## config.mk

```make
export PLATFORM = sky130hd
export DESIGN_NAME = ps2_colour_ctrl
export DESIGN_NICKNAME = d
export VERILOG_FILES = /design/src/rtl/ps2_colour_ctrl.sv
export SDC_FILE = /design/constraint.sdc
export NUM_CORES = 1
export LEC_CHECK = 0
export CAP_MARGIN = 10
export CORE_ASPECT_RATIO = 0.75
export CORE_MARGIN = 2
export CORE_UTILIZATION = 35
export DETAILED_ROUTE_END_ITERATION = 10
export PLACE_DENSITY = 0.65
export REMOVE_ABC_BUFFERS = 1
export SETUP_SLACK_MARGIN = 0.15
export SYNTH_ARGS = -nofsm -noshare
export SYNTH_HDL_FRONTEND = slang
export SYNTH_SLANG_ARGS = --single-unit
```

## constraint.sdc

```tcl
create_clock -name clk -period 2.15 [get_ports clk]
set_input_delay 0.645 -clock clk [delete_from_list [all_inputs] [get_ports clk]]
set_output_delay 0.645 -clock clk [all_outputs]
set_load 0.05 [all_outputs]
```

## src/rtl/ps2_colour_ctrl.sv

```systemverilog
// PS/2 keyboard receiver that turns A/S/D/F make codes into one-hot colour
// events with a valid/ack handshake, and tracks which colour keys are held.
//
// rx state  | meaning
// RX_IDLE   | waiting for a start bit (data low on a falling PS/2 clock)
// RX_DATA   | shifting in 8 data bits, LSB first
// RX_PARITY | checking odd parity over data plus parity bit
// RX_STOP   | checking stop bit; emits byte_strobe or frame_err
//
// dec state     | meaning
// DEC_NORMAL    | expecting a make code or a prefix
// DEC_BREAK     | last byte was F0; next byte is a key release
// DEC_EXT       | last byte was E0; extended code follows
// DEC_EXT_BREAK | saw E0 F0; next byte is an extended release
module ps2_colour_ctrl #(
  parameter int TIMEOUT_CYCLES = 50000
) (
  input  logic       clk,
  input  logic       reset,
  input  logic       PS2_CLOCK,
  input  logic       PS2_DATA,
  input  logic       colour_ack,
  output logic [3:0] colour,
  output logic       colour_valid,
  output logic [3:0] key_held,
  output logic       frame_err,
  output logic       overrun
);
  localparam int TW = (TIMEOUT_CYCLES > 2) ? $clog2(TIMEOUT_CYCLES) : 1;
  localparam logic [TW-1:0] TO_LAST = TW'(TIMEOUT_CYCLES - 1);

  typedef enum logic [1:0] {RX_IDLE, RX_DATA, RX_PARITY, RX_STOP} rx_state_e;
  typedef enum logic [1:0] {DEC_NORMAL, DEC_BREAK, DEC_EXT, DEC_EXT_BREAK} dec_state_e;

  logic          clk_meta_q, clk_sync_q, clk_prev_q;
  logic          dat_meta_q, dat_sync_q;
  logic          fall;
  rx_state_e     rx_state_q, rx_state_d;
  logic [2:0]    bit_cnt_q, bit_cnt_d;
  logic [7:0]    shift_q, shift_d;
  logic          par_ok_q, par_ok_d;
  logic [TW-1:0] to_cnt_q, to_cnt_d;
  logic          byte_strobe_q, byte_strobe_d;
  logic          frame_err_q, frame_err_d;

  dec_state_e    dec_state_q, dec_state_d;
  logic [3:0]    colour_q, colour_d;
  logic [3:0]    held_q, held_d;
  logic          valid_q, valid_d;
  logic          overrun_q, overrun_d;
  logic [3:0]    key;

  always_ff @(posedge clk) begin
    if (reset) begin
      clk_meta_q    <= 1'b1;
      clk_sync_q    <= 1'b1;
      clk_prev_q    <= 1'b1;
      dat_meta_q    <= 1'b1;
      dat_sync_q    <= 1'b1;
      rx_state_q    <= RX_IDLE;
      bit_cnt_q     <= '0;
      shift_q       <= '0;
      par_ok_q      <= 1'b0;
      to_cnt_q      <= '0;
      byte_strobe_q <= 1'b0;
      frame_err_q   <= 1'b0;
      dec_state_q   <= DEC_NORMAL;
      colour_q      <= '0;
      held_q        <= '0;
      valid_q       <= 1'b0;
      overrun_q     <= 1'b0;
    end else begin
      clk_meta_q    <= PS2_CLOCK;
      clk_sync_q    <= clk_meta_q;
      clk_prev_q    <= clk_sync_q;
      dat_meta_q    <= PS2_DATA;
      dat_sync_q    <= dat_meta_q;
      rx_state_q    <= rx_state_d;
      bit_cnt_q     <= bit_cnt_d;
      shift_q       <= shift_d;
      par_ok_q      <= par_ok_d;
      to_cnt_q      <= to_cnt_d;
      byte_strobe_q <= byte_strobe_d;
      frame_err_q   <= frame_err_d;
      dec_state_q   <= dec_state_d;
      colour_q      <= colour_d;
      held_q        <= held_d;
      valid_q       <= valid_d;
      overrun_q     <= overrun_d;
    end
  end

  assign fall = clk_prev_q & ~clk_sync_q;

  // The timeout counter only runs between falling edges of a partial frame.
  always_comb begin
    rx_state_d    = rx_state_q;
    bit_cnt_d     = bit_cnt_q;
    shift_d       = shift_q;
    par_ok_d      = par_ok_q;
    to_cnt_d      = '0;
    byte_strobe_d = 1'b0;
    frame_err_d   = 1'b0;
    if (fall) begin
      case (rx_state_q)
        RX_IDLE: begin
          if (!dat_sync_q) begin
            rx_state_d = RX_DATA;
            bit_cnt_d  = '0;
          end
        end
        RX_DATA: begin
          shift_d   = {dat_sync_q, shift_q[7:1]};
          bit_cnt_d = bit_cnt_q + 3'd1;
          if (bit_cnt_q == 3'd7) rx_state_d = RX_PARITY;
        end
        RX_PARITY: begin
          par_ok_d   = ^{shift_q, dat_sync_q};
          rx_state_d = RX_STOP;
        end
        RX_STOP: begin
          if (dat_sync_q && par_ok_q) byte_strobe_d = 1'b1;
          else                        frame_err_d   = 1'b1;
          rx_state_d = RX_IDLE;
        end
        default: rx_state_d = RX_IDLE;
      endcase
    end else if (rx_state_q != RX_IDLE) begin
      if (to_cnt_q == TO_LAST) begin
        frame_err_d = 1'b1;
        rx_state_d  = RX_IDLE;
      end else begin
        to_cnt_d = to_cnt_q + 1'b1;
      end
    end
  end

  always_comb begin
    case (shift_q)
      8'h1C:   key = 4'b0001;
      8'h1B:   key = 4'b0010;
      8'h23:   key = 4'b0100;
      8'h2B:   key = 4'b1000;
      default: key = 4'b0000;
    endcase
  end

  // An ack in the same cycle as a new make frees the slot for that make.
  always_comb begin
    dec_state_d = dec_state_q;
    colour_d    = colour_q;
    valid_d     = valid_q;
    held_d      = held_q;
    overrun_d   = 1'b0;
    if (valid_q && colour_ack) begin
      valid_d  = 1'b0;
      colour_d = '0;
    end
    if (byte_strobe_q) begin
      case (dec_state_q)
        DEC_NORMAL: begin
          if (shift_q == 8'hF0) begin
            dec_state_d = DEC_BREAK;
          end else if (shift_q == 8'hE0) begin
            dec_state_d = DEC_EXT;
          end else if ((|key) && !(|(held_q & key))) begin
            held_d = held_q | key;
            if (!valid_d) begin
              colour_d = key;
              valid_d  = 1'b1;
            end else begin
              overrun_d = 1'b1;
            end
          end
        end
        DEC_BREAK: begin
          held_d      = held_q & ~key;
          dec_state_d = DEC_NORMAL;
        end
        DEC_EXT: dec_state_d = (shift_q == 8'hF0) ? DEC_EXT_BREAK : DEC_NORMAL;
        default: dec_state_d = DEC_NORMAL;
      endcase
    end
  end

  assign colour       = colour_q;
  assign colour_valid = valid_q;
  assign key_held     = held_q;
  assign frame_err    = frame_err_q;
  assign overrun      = overrun_q;

endmodule
```

==> flow_summary.json <==
{
  "drive_gt1_share_pct": 16.13,
  "finalCriticalPeriod_ns": 1.996,
  "ant_nets": 0,
  "insertedDiodeCount": 0,
  "ff2ff_setup_slack_ns": 0.15,
  "critical_path_class": "reg2reg",
  "irDropWorstVdd_mv": 0.3554,
  "first_iter_violations": 58,
  "clockRootBuffer": "clkbuf_8",
  "grt_max_degree": 16,
  "path_depth": 5,
  "fp.dieW_um": 96.83,
  "rows": 25,
  "grt.total_usage_pct": 12.54,
  "coreArea_um2": 6287,
  "ys_warn_count": 0,
  "leakagePower_nw": 1.065,
  "hold_class": "reg2reg",
  "synth_area_um2": 2262,
  "multi_input_area_um2": 1236,
  "worstPathArrival_ns": 2.19,
  "tns_ns": 0,
  "die-height_um": 73.63,
  "ys_seq_elements": 49,
  "finalCritPeriodShare_pct": 92.83,
  "path_max_fanout": 3,
  "crit_chain": "or4bb_1 > or4_4 > or3_4 > a31oi_1 > nor2_1",
  "portBuffers": 15,
  "routed.top_layer": "met4",
  "hold_viol": 0,
  "grt_pass1_vias": 1532,
  "worst-r2r-cell-count": 5,
  "slowest_delay_ns": 0.53,
  "final-seq-area_um2": 985.9,
  "num_io_pins": 16,
  "ys_types": 41,
  "synth_flop_cell": "dfxtp_1",
  "hold_depth": 1,
  "cp-start-kind": "register",
  "synth_edf_count": 0,
  "pwr-share-comb_pct": 2.7,
  "holdBufCountCts": 0,
  "detail_route.first_pass.iterations": 4,
  "gp_congestion": 0.8432,
  "met1Wirelength_mm": 2.352,
  "internal_power_mw": 1.193,
  "wire_per_inst_um": 11.76,
  "cp_num_buf_inv": 0,
  "power_density_nw_per_um2": 564.7,
  "cts.clk_slew.worst_paths_ns": 0.09,
  "r2r_end": "rx_state_q[0]",
  "cts_sinks": 49,
  "slew_headroom_pct": 67.02,
  "cp_top_family": "simple AND/OR/NAND/NOR gates",
  "wirelength_mm": 4.232,
  "worstMarginPinSlew_ns": 0.4967,
  "insertion_delay_ns": 0.30,
  "viasPerCell": 4.806,
  "power_frac_clock_pct": 37.1,
  "slew_violations": 0,
  "end_kind": "register",
  "grt_pass1_wl_mm": 7.265,
  "initial_utilization_pct": 35.98,
  "p_seq_share_pct": 60.2,
  "area_growth_pct": 18.92,
  "finalSetupViolCount": 0,
  "fin_worst_skew_ns": 0.01049,
  "pre_cts_slack_ns": 0.09958,
  "fmax_mhz": 501.0,
  "antenna_found_initial": 0,
  "wl_met3_um": 165,
  "syn_inst": 248,
  "r2r-start": "to_cnt_q[12]",
  "final_nets": 290,
  "vias": 1730,
  "cp.required_ns": 2.35,
  "yosysSeqAreaShare_pct": 43.36,
  "cts_made_buffers": 5,
  "status": "complete, no violations",
  "remaining_drc_errors": 0,
  "hpwlAfterDp_mm": 3.159,
  "final.setup.worst_slack_ns": 0.1542,
  "tritoncts": "built",
  "cts_max_path_buffers": 2,
  "slowest_stage": "or4_4",
  "syn_area_per_cell_um2": 9.122,
  "fillers": 620,
  "min_to": "clk_sync_q",
  "wl_met2_mm": 1.686,
  "async_flop_share_pct": 0,
  "cts_max_level": 2,
  "netSwitchingPower_uw": 326.3,
  "overflow": 0,
  "swShare_pct": 21.48,
  "hp-start": "clk_meta_q",
  "drv_cap": 0,
  "rsz0062_at_grt": "true",
  "die_area_um2": 7129
}
## what timing repair did
action / 4_1_cts / 5_1_grt
gates resized for setup: 10 / 2
pin swaps: 2 / 0
setup buffers: 3 / 0
setup endpoints to repair: 8 / 12
## synthesized netlist by cell type, types with 3 or more instances
library cell   n  area share, %
a21oi_1       10            2.2
a22oi_1        3            1.0
a31oi_1        3           0.83
and3b_1        3            1.2
and4_1         3            1.2
clkbuf_1       6            1.0
dfxtp_1       49             43
ha_1           7            3.9
inv_1          5           0.83
mux2i_1       14            6.2
nand2_1       23            3.8
nand2b_1       5            1.4
nand3_1       12            2.7
nand4_1        4            1.1
nor2_1        37            6.1
nor2b_1        6            1.7
nor3_1         5            1.1
o21ai_0        3           0.66
or2_2          6            1.7
xnor2_1       12            4.6
xor2_1         8            3.1
## state kept, by name, summed over array words and instances (netlist names), named ones only
register and flops:
dat_sync_q 1, colour_valid 1, dat_meta_q 1, overrun 1, clk_meta_q 1, clk_prev_q 1, frame_err 1, rx_state_q 2
byte_strobe_q 1, to_cnt_q 16, bit_cnt_q 3, par_ok_q 1, clk_sync_q 1, shift_q 8, dec_state_q 2, colour 4
## logic make-up after synthesis
kind of cell / after synthesis / share of synthesized area [%]
DFF: 49 / 43.36
and+or+nand+nor: 118 / 27.27
adders and majority gates: 7 / 3.872
buffers and inverters: 13 / 2.268
xor gates and xnor gates: 21 / 8.739
muxes: 15 / 6.692
AOI/OAI and AO/OA: 25 / 7.799
## power by group through the flow
stage / logic, mW / registers, mW / clock network [mW]
global route: 0.0458 / 0.915 / 0.624
floorplan: 0.0163 / 0.934 / 0
CTS: 0.0411 / 0.914 / 0.596
global placement: 0.0404 / 0.935 / 0
finish: 0.0410 / 0.914 / 0.564
detailed placement: 0.0409 / 0.935 / 0
## cell usage in the layout, fill, tap and decap left out, types with 2 or more instances in the layout
cell type         n
clkbuf_8          6
and3b_1           3
or2_2             6
nand2_1          23
ha_1              7
clkdlybuf4s50_1   4
a31oi_1           3
xor2_1            8
a21oi_1          10
nor3_1            5
dfxtp_2           4
dfxtp_1          45
dlygate4sd2_1     7
nand4_1           4
a22oi_1           3
xnor2_1          12
and3_1            2
mux2i_1          14
nand2b_1          5
nand3_1          12
inv_1             5
nor2_1           37
o21ai_0           3
nor4_1            2
and4_1            3
nand3b_1          2
nor2b_1           6
buf_4            20
## worst max path at each step
stage                 startpoint            end  slack, ns
floorplan           to_cnt_q[13]  rx_state_q[0]       0.15
global placement    to_cnt_q[12]  rx_state_q[0]       0.13
detailed placement  to_cnt_q[13]  rx_state_q[0]        0.1
CTS                 to_cnt_q[12]  rx_state_q[0]       0.15
global route        to_cnt_q[12]  rx_state_q[0]        0.1
finish              to_cnt_q[12]  rx_state_q[0]       0.15
## layer usage
layer | vias up | GRT usage (%)
li1 | 910 | -
met4 | 0 | 4.695
met2 | 22 | 17.36
met3 | 2 | 3.330
met5 | - | 0
met1 | 796 | 18.50
## cell type report
cell class	instances	share of cell area (%)
tap	81	3.767
multi-input combinational	186	45.95
sequential	49	36.65
clock inverter	2	0.5116
clock buffer	6	3.070
timing repair buffer	31	9.349
inverter	5	0.6977
## metrics by stage
| stage | hold slack (ns) | instances | util (%) | total power [mW] | area (µm²) |
|---|---|---|---|---|---|
| global route | 0.4225 | 360 | 42.79 | 1.585 | 2690 |
| global placement | 0.3947 | 349 | 40.86 | 0.9757 | 2569 |
| finish | 0.4143 | 360 | 42.79 | 1.519 | 2690 |
| CTS | 0.4163 | 360 | 42.67 | 1.551 | 2683 |
| detailed placement | 0.3936 | 349 | 40.86 | 0.9762 | 2569 |
| floorplan | 0.3895 | 240 | - | 0.9506 | 2230 |
No activity file was read; power rests on OpenSTA's default activity.
